<file path="src/rtl/rstn_sequencer_if.sv">
// Control/status bundle of the reset sequencer: lock and software re-reset in,
// staged active-low resets and progress status out.
interface rstn_sequencer_if #(
    parameter int N_OUT = 4
);
    logic             lock;
    logic             sw_rst_req;
    logic [N_OUT-1:0] rstn_out;
    logic             seq_done;
    logic [1:0]       state_o;

    modport master (
        output lock,
        output sw_rst_req,
        input  rstn_out,
        input  seq_done,
        input  state_o
    );

    modport slave (
        input  lock,
        input  sw_rst_req,
        output rstn_out,
        output seq_done,
        output state_o
    );
endinterface

</file>
<file path="src/rtl/rstn_sequencer.sv">
// Staged reset_n generator: holds every domain in reset for a minimum time, waits for
// clock lock, then releases domains one by one in index order with a fixed gap.
module rstn_sequencer #(
    parameter int N_OUT           = 4,
    parameter int ASSERT_CYCLES   = 8,
    parameter int STAGE_CYCLES    = 4,
    parameter int LOCK_LOSS_RESET = 1
) (
    input  logic             clk,
    input  logic             reset,
    rstn_sequencer_if.slave  bus
);
    localparam int MAX_CYC = (ASSERT_CYCLES > STAGE_CYCLES) ? ASSERT_CYCLES : STAGE_CYCLES;
    localparam int CNT_W   = $clog2(MAX_CYC + 1);
    localparam int STG_W   = $clog2(N_OUT + 1);

    localparam logic [CNT_W-1:0] ASSERT_LAST = CNT_W'(ASSERT_CYCLES - 1);
    localparam logic [CNT_W-1:0] STAGE_LAST  = CNT_W'(STAGE_CYCLES - 1);
    localparam logic [STG_W-1:0] STAGE_FINAL = STG_W'(N_OUT - 1);

    typedef enum logic [1:0] {
        ST_ASSERT    = 2'd0,
        ST_WAIT_LOCK = 2'd1,
        ST_RELEASE   = 2'd2,
        ST_DONE      = 2'd3
    } state_t;

    state_t           r_state;
    logic [CNT_W-1:0] r_cnt;
    logic [STG_W-1:0] r_stage;
    logic [N_OUT-1:0] r_rstn_out;
    logic             r_seq_done;

    logic [N_OUT-1:0] w_stage_hit;
    logic             w_lock_lost;
    logic             w_restart;
    logic             w_stage_tick;

    // One-hot of the stage about to be released; OR-ing it in keeps release strictly in order.
    generate
        for (genvar gi = 0; gi < N_OUT; gi++) begin : g_stage_hit
            assign w_stage_hit[gi] = (r_stage == STG_W'(gi));
        end
    endgenerate

    assign w_lock_lost  = (LOCK_LOSS_RESET != 0) && !bus.lock &&
                          ((r_state == ST_RELEASE) || (r_state == ST_DONE));
    assign w_restart    = bus.sw_rst_req || w_lock_lost;
    assign w_stage_tick = (r_cnt == STAGE_LAST);

    always_ff @(posedge clk) begin
        if (reset || w_restart) begin
            r_state    <= ST_ASSERT;
            r_cnt      <= '0;
            r_stage    <= '0;
            r_rstn_out <= '0;
            r_seq_done <= 1'b0;
        end else begin
            case (r_state)
                ST_ASSERT: begin
                    r_rstn_out <= '0;
                    r_seq_done <= 1'b0;
                    if (r_cnt == ASSERT_LAST) begin
                        r_state <= ST_WAIT_LOCK;
                        r_cnt   <= '0;
                    end else begin
                        r_cnt <= r_cnt + CNT_W'(1);
                    end
                end

                ST_WAIT_LOCK: begin
                    if (bus.lock) begin
                        r_state <= ST_RELEASE;
                        r_cnt   <= '0;
                        r_stage <= '0;
                    end
                end

                ST_RELEASE: begin
                    // Without lock (and no lock-loss restart) the count and stage simply freeze.
                    if (bus.lock) begin
                        if (w_stage_tick) begin
                            r_rstn_out <= r_rstn_out | w_stage_hit;
                            r_cnt      <= '0;
                            r_stage    <= r_stage + STG_W'(1);
                            if (r_stage == STAGE_FINAL) begin
                                r_state    <= ST_DONE;
                                r_seq_done <= 1'b1;
                            end
                        end else begin
                            r_cnt <= r_cnt + CNT_W'(1);
                        end
                    end
                end

                ST_DONE: begin
                    r_rstn_out <= '1;
                    r_seq_done <= 1'b1;
                end

                default: begin
                    r_state    <= ST_ASSERT;
                    r_cnt      <= '0;
                    r_stage    <= '0;
                    r_rstn_out <= '0;
                    r_seq_done <= 1'b0;
                end
            endcase
        end
    end

    assign bus.rstn_out = r_rstn_out;
    assign bus.seq_done = r_seq_done;
    assign bus.state_o  = r_state;
endmodule

</file>
<file path="src/flat_wrapper.sv">
// flat-port wrapper written by rule: the top's interface ports become plain ports
module rstn_sequencer_flat 
#(
    parameter int N_OUT           = 4,
    parameter int ASSERT_CYCLES   = 8,
    parameter int STAGE_CYCLES    = 4,
    parameter int LOCK_LOSS_RESET = 1
)
  (clk, reset, bus_lock, bus_sw_rst_req, bus_rstn_out, bus_seq_done, bus_state_o);
  rstn_sequencer_if #(.N_OUT(N_OUT)) bus_i ();
  input  logic clk;
  input  logic reset;
  input wire logic [$bits(bus_i.lock)-1:0] bus_lock;
  input wire logic [$bits(bus_i.sw_rst_req)-1:0] bus_sw_rst_req;
  output wire logic [$bits(bus_i.rstn_out)-1:0] bus_rstn_out;
  output wire logic [$bits(bus_i.seq_done)-1:0] bus_seq_done;
  output wire logic [$bits(bus_i.state_o)-1:0] bus_state_o;
  assign bus_i.lock = bus_lock;
  assign bus_i.sw_rst_req = bus_sw_rst_req;
  assign bus_rstn_out = bus_i.rstn_out;
  assign bus_seq_done = bus_i.seq_done;
  assign bus_state_o = bus_i.state_o;
  rstn_sequencer #(.N_OUT(N_OUT), .ASSERT_CYCLES(ASSERT_CYCLES), .STAGE_CYCLES(STAGE_CYCLES), .LOCK_LOSS_RESET(LOCK_LOSS_RESET)) u_core (.clk(clk), .reset(reset), .bus(bus_i));
endmodule
</file>
<file path="config.mk">
export PLATFORM = sky130hd
export DESIGN_NAME = rstn_sequencer_flat
export DESIGN_NICKNAME = d
export VERILOG_FILES = /design/src/rtl/rstn_sequencer_if.sv /design/src/rtl/rstn_sequencer.sv /design/src/flat_wrapper.sv
export SDC_FILE = /design/constraint.sdc
export NUM_CORES = 1
export LEC_CHECK = 0
export CAP_MARGIN = 20
export CORE_ASPECT_RATIO = 1.2
export CORE_UTILIZATION = 57
export CTS_CLUSTER_DIAMETER = 100
export DETAILED_ROUTE_END_ITERATION = 10
export GPL_TIMING_DRIVEN = 0
export PLACE_DENSITY = 0.82
export SYNTH_ARGS = -nofsm -noshare
export SYNTH_HDL_FRONTEND = slang
export SYNTH_SLANG_ARGS = --single-unit
</file>
<file path="constraint.sdc">
create_clock -name clk -period 3.7 [get_ports clk]
set_input_delay 0.74 -clock clk [delete_from_list [all_inputs] [get_ports clk]]
set_output_delay 0.74 -clock clk [all_outputs]
set_load 0.05 [all_outputs]
</file>
==> results.sh <==
export IMPL_cts_buffers=3
export IMPL_synth_fp_nets=116
export IMPL_grt_pass1_vias=750
export IMPL_met2_length_um=922
export IMPL_crit_buf_inv=1
export IMPL_grt_start_max_net_pins=11
export IMPL_final_nets=131
export IMPL_htreeDepth=1
export IMPL_tns_ns=0
export IMPL_reg2reg_to="u_core.r_cnt[3]"
export IMPL_slew_headroom_pct=64.5
export IMPL_setup_violations=0
export IMPL_nFillCells=107
export IMPL_cts_sinks=14
export IMPL_cts_tree="built"
export IMPL_post_route_period_util_pct=63.3
export IMPL_r2r_start="u_core.bus.state_o[0]"
export IMPL_timing_fmax_mhz=427
export IMPL_rsz0062_at_grt="no"
export IMPL_p_total_uw=279
export IMPL_ctsHoldBuffers=0
export IMPL_core_area_um2=1450
export IMPL_drv_slew=0
export IMPL_worstPathRequired_ns=2.96
export IMPL_drt_first_pass_iters=4
export IMPL_routed_wl_mm=1.79
export IMPL_avgRoutedWirePerCell_um=13.6
export IMPL_die_height_um=45.3
export IMPL_die_w_um=38.1
export IMPL_dp_hpwl_mm=1.38
export IMPL_cp_start_kind="flop"
export IMPL_grt_remaining_overflow=0
export IMPL_wl_met1_um=787
export IMPL_hold_depth=2
export IMPL_drive_gt1_share_pct=9.57
export IMPL_cts_buffer_depth=2
export IMPL_criticalPathCategory="flop to output port"
export IMPL_core_rowCount=15
export IMPL_cts_resized=0
export IMPL_clock_latency_ns=0.29
export IMPL_top_layer="met4"
export IMPL_cpLargestDelayFamily="buffers and inverters"
export IMPL_syn_area_um2=891
export IMPL_async_flop_share_pct=0
export IMPL_cellLeakagePower_nw=0.428
export IMPL_synth_area_leaders="dfxtp_1, ha_1, a21oi_1"
export IMPL_start_util_pct=61.6
export IMPL_cpPeakStageDelay_ns=0.85
export IMPL_status="finished, final reports clean"
export IMPL_crit_fanout=6
export IMPL_numPortBuffers=10
export IMPL_routed_wl_met3_um=40
export IMPL_dp_cells=128
export IMPL_area_growth_pct=17.7
export IMPL_yosysSeqAreaShare_pct=31.5
export IMPL_synth_most_common_cell="dfxtp_1"
export IMPL_yosys_area_top_type="dfxtp_1"
export IMPL_synth_common_cells="dfxtp_1, ha_1, a21oi_1"
export IMPL_grtUsageTotal_pct=25.1
export IMPL_maxCapViolations=0
export IMPL_worstPathCellList="clkdlybuf4s50_1"
export IMPL_vias_per_cell=5.75
export IMPL_tightestPinTransition_ns=0.530
export IMPL_fin_skew_ns=0.00205
export IMPL_crit_start="u_core.bus.state_o[0]"
export IMPL_synth_edf_count=0
export IMPL_io_pin_count=11
export IMPL_instances_no_fill=132
export IMPL_routabilityCongestion=0.750
export IMPL_ys_flop_type="dfxtp_1"
export IMPL_min_path_type="flop to flop"
export IMPL_worstPathArrival_ns=1.60
export IMPL_drtIter0Drc=22
export IMPL_finalHoldViolCount=0
export IMPL_r2r_cells=7
export IMPL_synth_seq_cells=14
export IMPL_grt_pass1_wl_mm=3.06
export IMPL_diodes=0
export IMPL_p_per_area_nw_per_um2=266
export IMPL_grt_antenna_before_repair=0
export IMPL_hold_start="u_core.bus.rstn_out[3]"
export IMPL_route_vias_total=759
export IMPL_drc=0
export IMPL_die_area_um2=1730
export IMPL_detail_route_antenna_nets=0
export IMPL_layout_min_cycle_time_ns=2.34
export IMPL_cp_end_kind="output port"
export IMPL_r2r_setup_slack_ns=1.92
export IMPL_post_cts_buffers=0
export IMPL_yosysWarnings=0
export IMPL_cp_slowest_cell="clkdlybuf4s50_1"
export IMPL_yosysTopAreaCellShare_pct=31.5
export IMPL_syn_area_per_cell_um2=8.82
export IMPL_holdWs_ns=0.480
export IMPL_min_to="u_core.bus.rstn_out[3]"
export IMPL_syn_inst=101
export IMPL_ys_types=36
export IMPL_cts_root_buf="clkbuf_4"
export IMPL_max_vdd_ir_drop_uv=177
export IMPL_path_clk_slew_ns=0.09
[layer usage]
metal,GRT usage (%),vias up
li1,-,387
met1,28.9,356
met2,43.4,11
met3,4.43,5
met4,12.9,0
met5,0,-
[tightest hold or removal path: stages, from the launching register on]
cell     delay, ns
dfxtp_1       0.34
a21oi_1       0.04
nor2_1        0.07
[kinds of logic after synthesis]
logic type                 share of synthesized area (%)
and+or+nand+nor                                     19.7
AOI/OAI and AO/OA                                   23.9
DFF                                                 31.5
adders and majority gates                           15.4
buffers and inverters                               6.32
muxes                                               2.25
xor gates and xnor gates                           0.983
[sequential cells by signal (all words and copies together) (netlist names)]
name,count
u_core.bus.state_o,2
u_core.r_cnt,4
u_core.bus.rstn_out,4
u_core.r_stage,3
u_core.bus.seq_done,1
[cell type report]
cell class / count / area [um2] / area share [%]
well taps: 17 / 21.3 / 2.03
clock buffers: 4 / 36.3 / 3.46
plain buffers: 3 / 30.0 / 2.86
flip-flops and latches: 14 / 280 / 26.7
repair buffers: 10 / 100 / 9.55
multi-input cells: 77 / 554 / 52.9
inverters: 7 / 26.3 / 2.51
[through the flow]
step	worst slack, ns	utilization, %	instance area [um2]
finish	1.36	72.6	1050
global route	1.33	72.6	1050
detailed placement	1.42	70.0	1010
global placement	1.46	70.0	1010
floorplan	1.76	-	891
CTS	1.36	72.6	1050
[layout by cell type, fill, tap and decap left out, types with 2 or more instances in the layout]
cell             Yosys  routed
a21o_1               4       4
a21oi_1              9       9
buf_6                2       2
clkbuf_4             0       3
clkdlybuf4s50_1      0      10
dfxtp_1             14      14
ha_1                11      11
inv_1                7       7
mux2i_1              2       2
nand2_1              7       7
nand3_1              7       7
nor2_1               6       6
nor2b_1              3       3
o211ai_1             2       2
o21ai_0              3       3
o31ai_1              2       2
[power by group]
part | internal (mW) | switching (mW)
logic | 0.00637 | 0.00595
registers | 0.152 | 0.000951
clock network | 0.0601 | 0.0537
[worst max-delay path by stage]
stage,end,slack [ns],cells past startpoint
4_1_cts,bus_state_o[0],1.36,1
2_1_floorplan,u_core.r_stage[0],1.76,7
3_5_place_dp,u_core.r_stage[0],1.42,6
6_report,bus_state_o[0],1.36,1
5_1_grt,bus_state_o[0],1.33,1
3_3_place_gp,u_core.r_cnt[3],1.46,5
No activity file was read; power rests on OpenSTA's default activity.
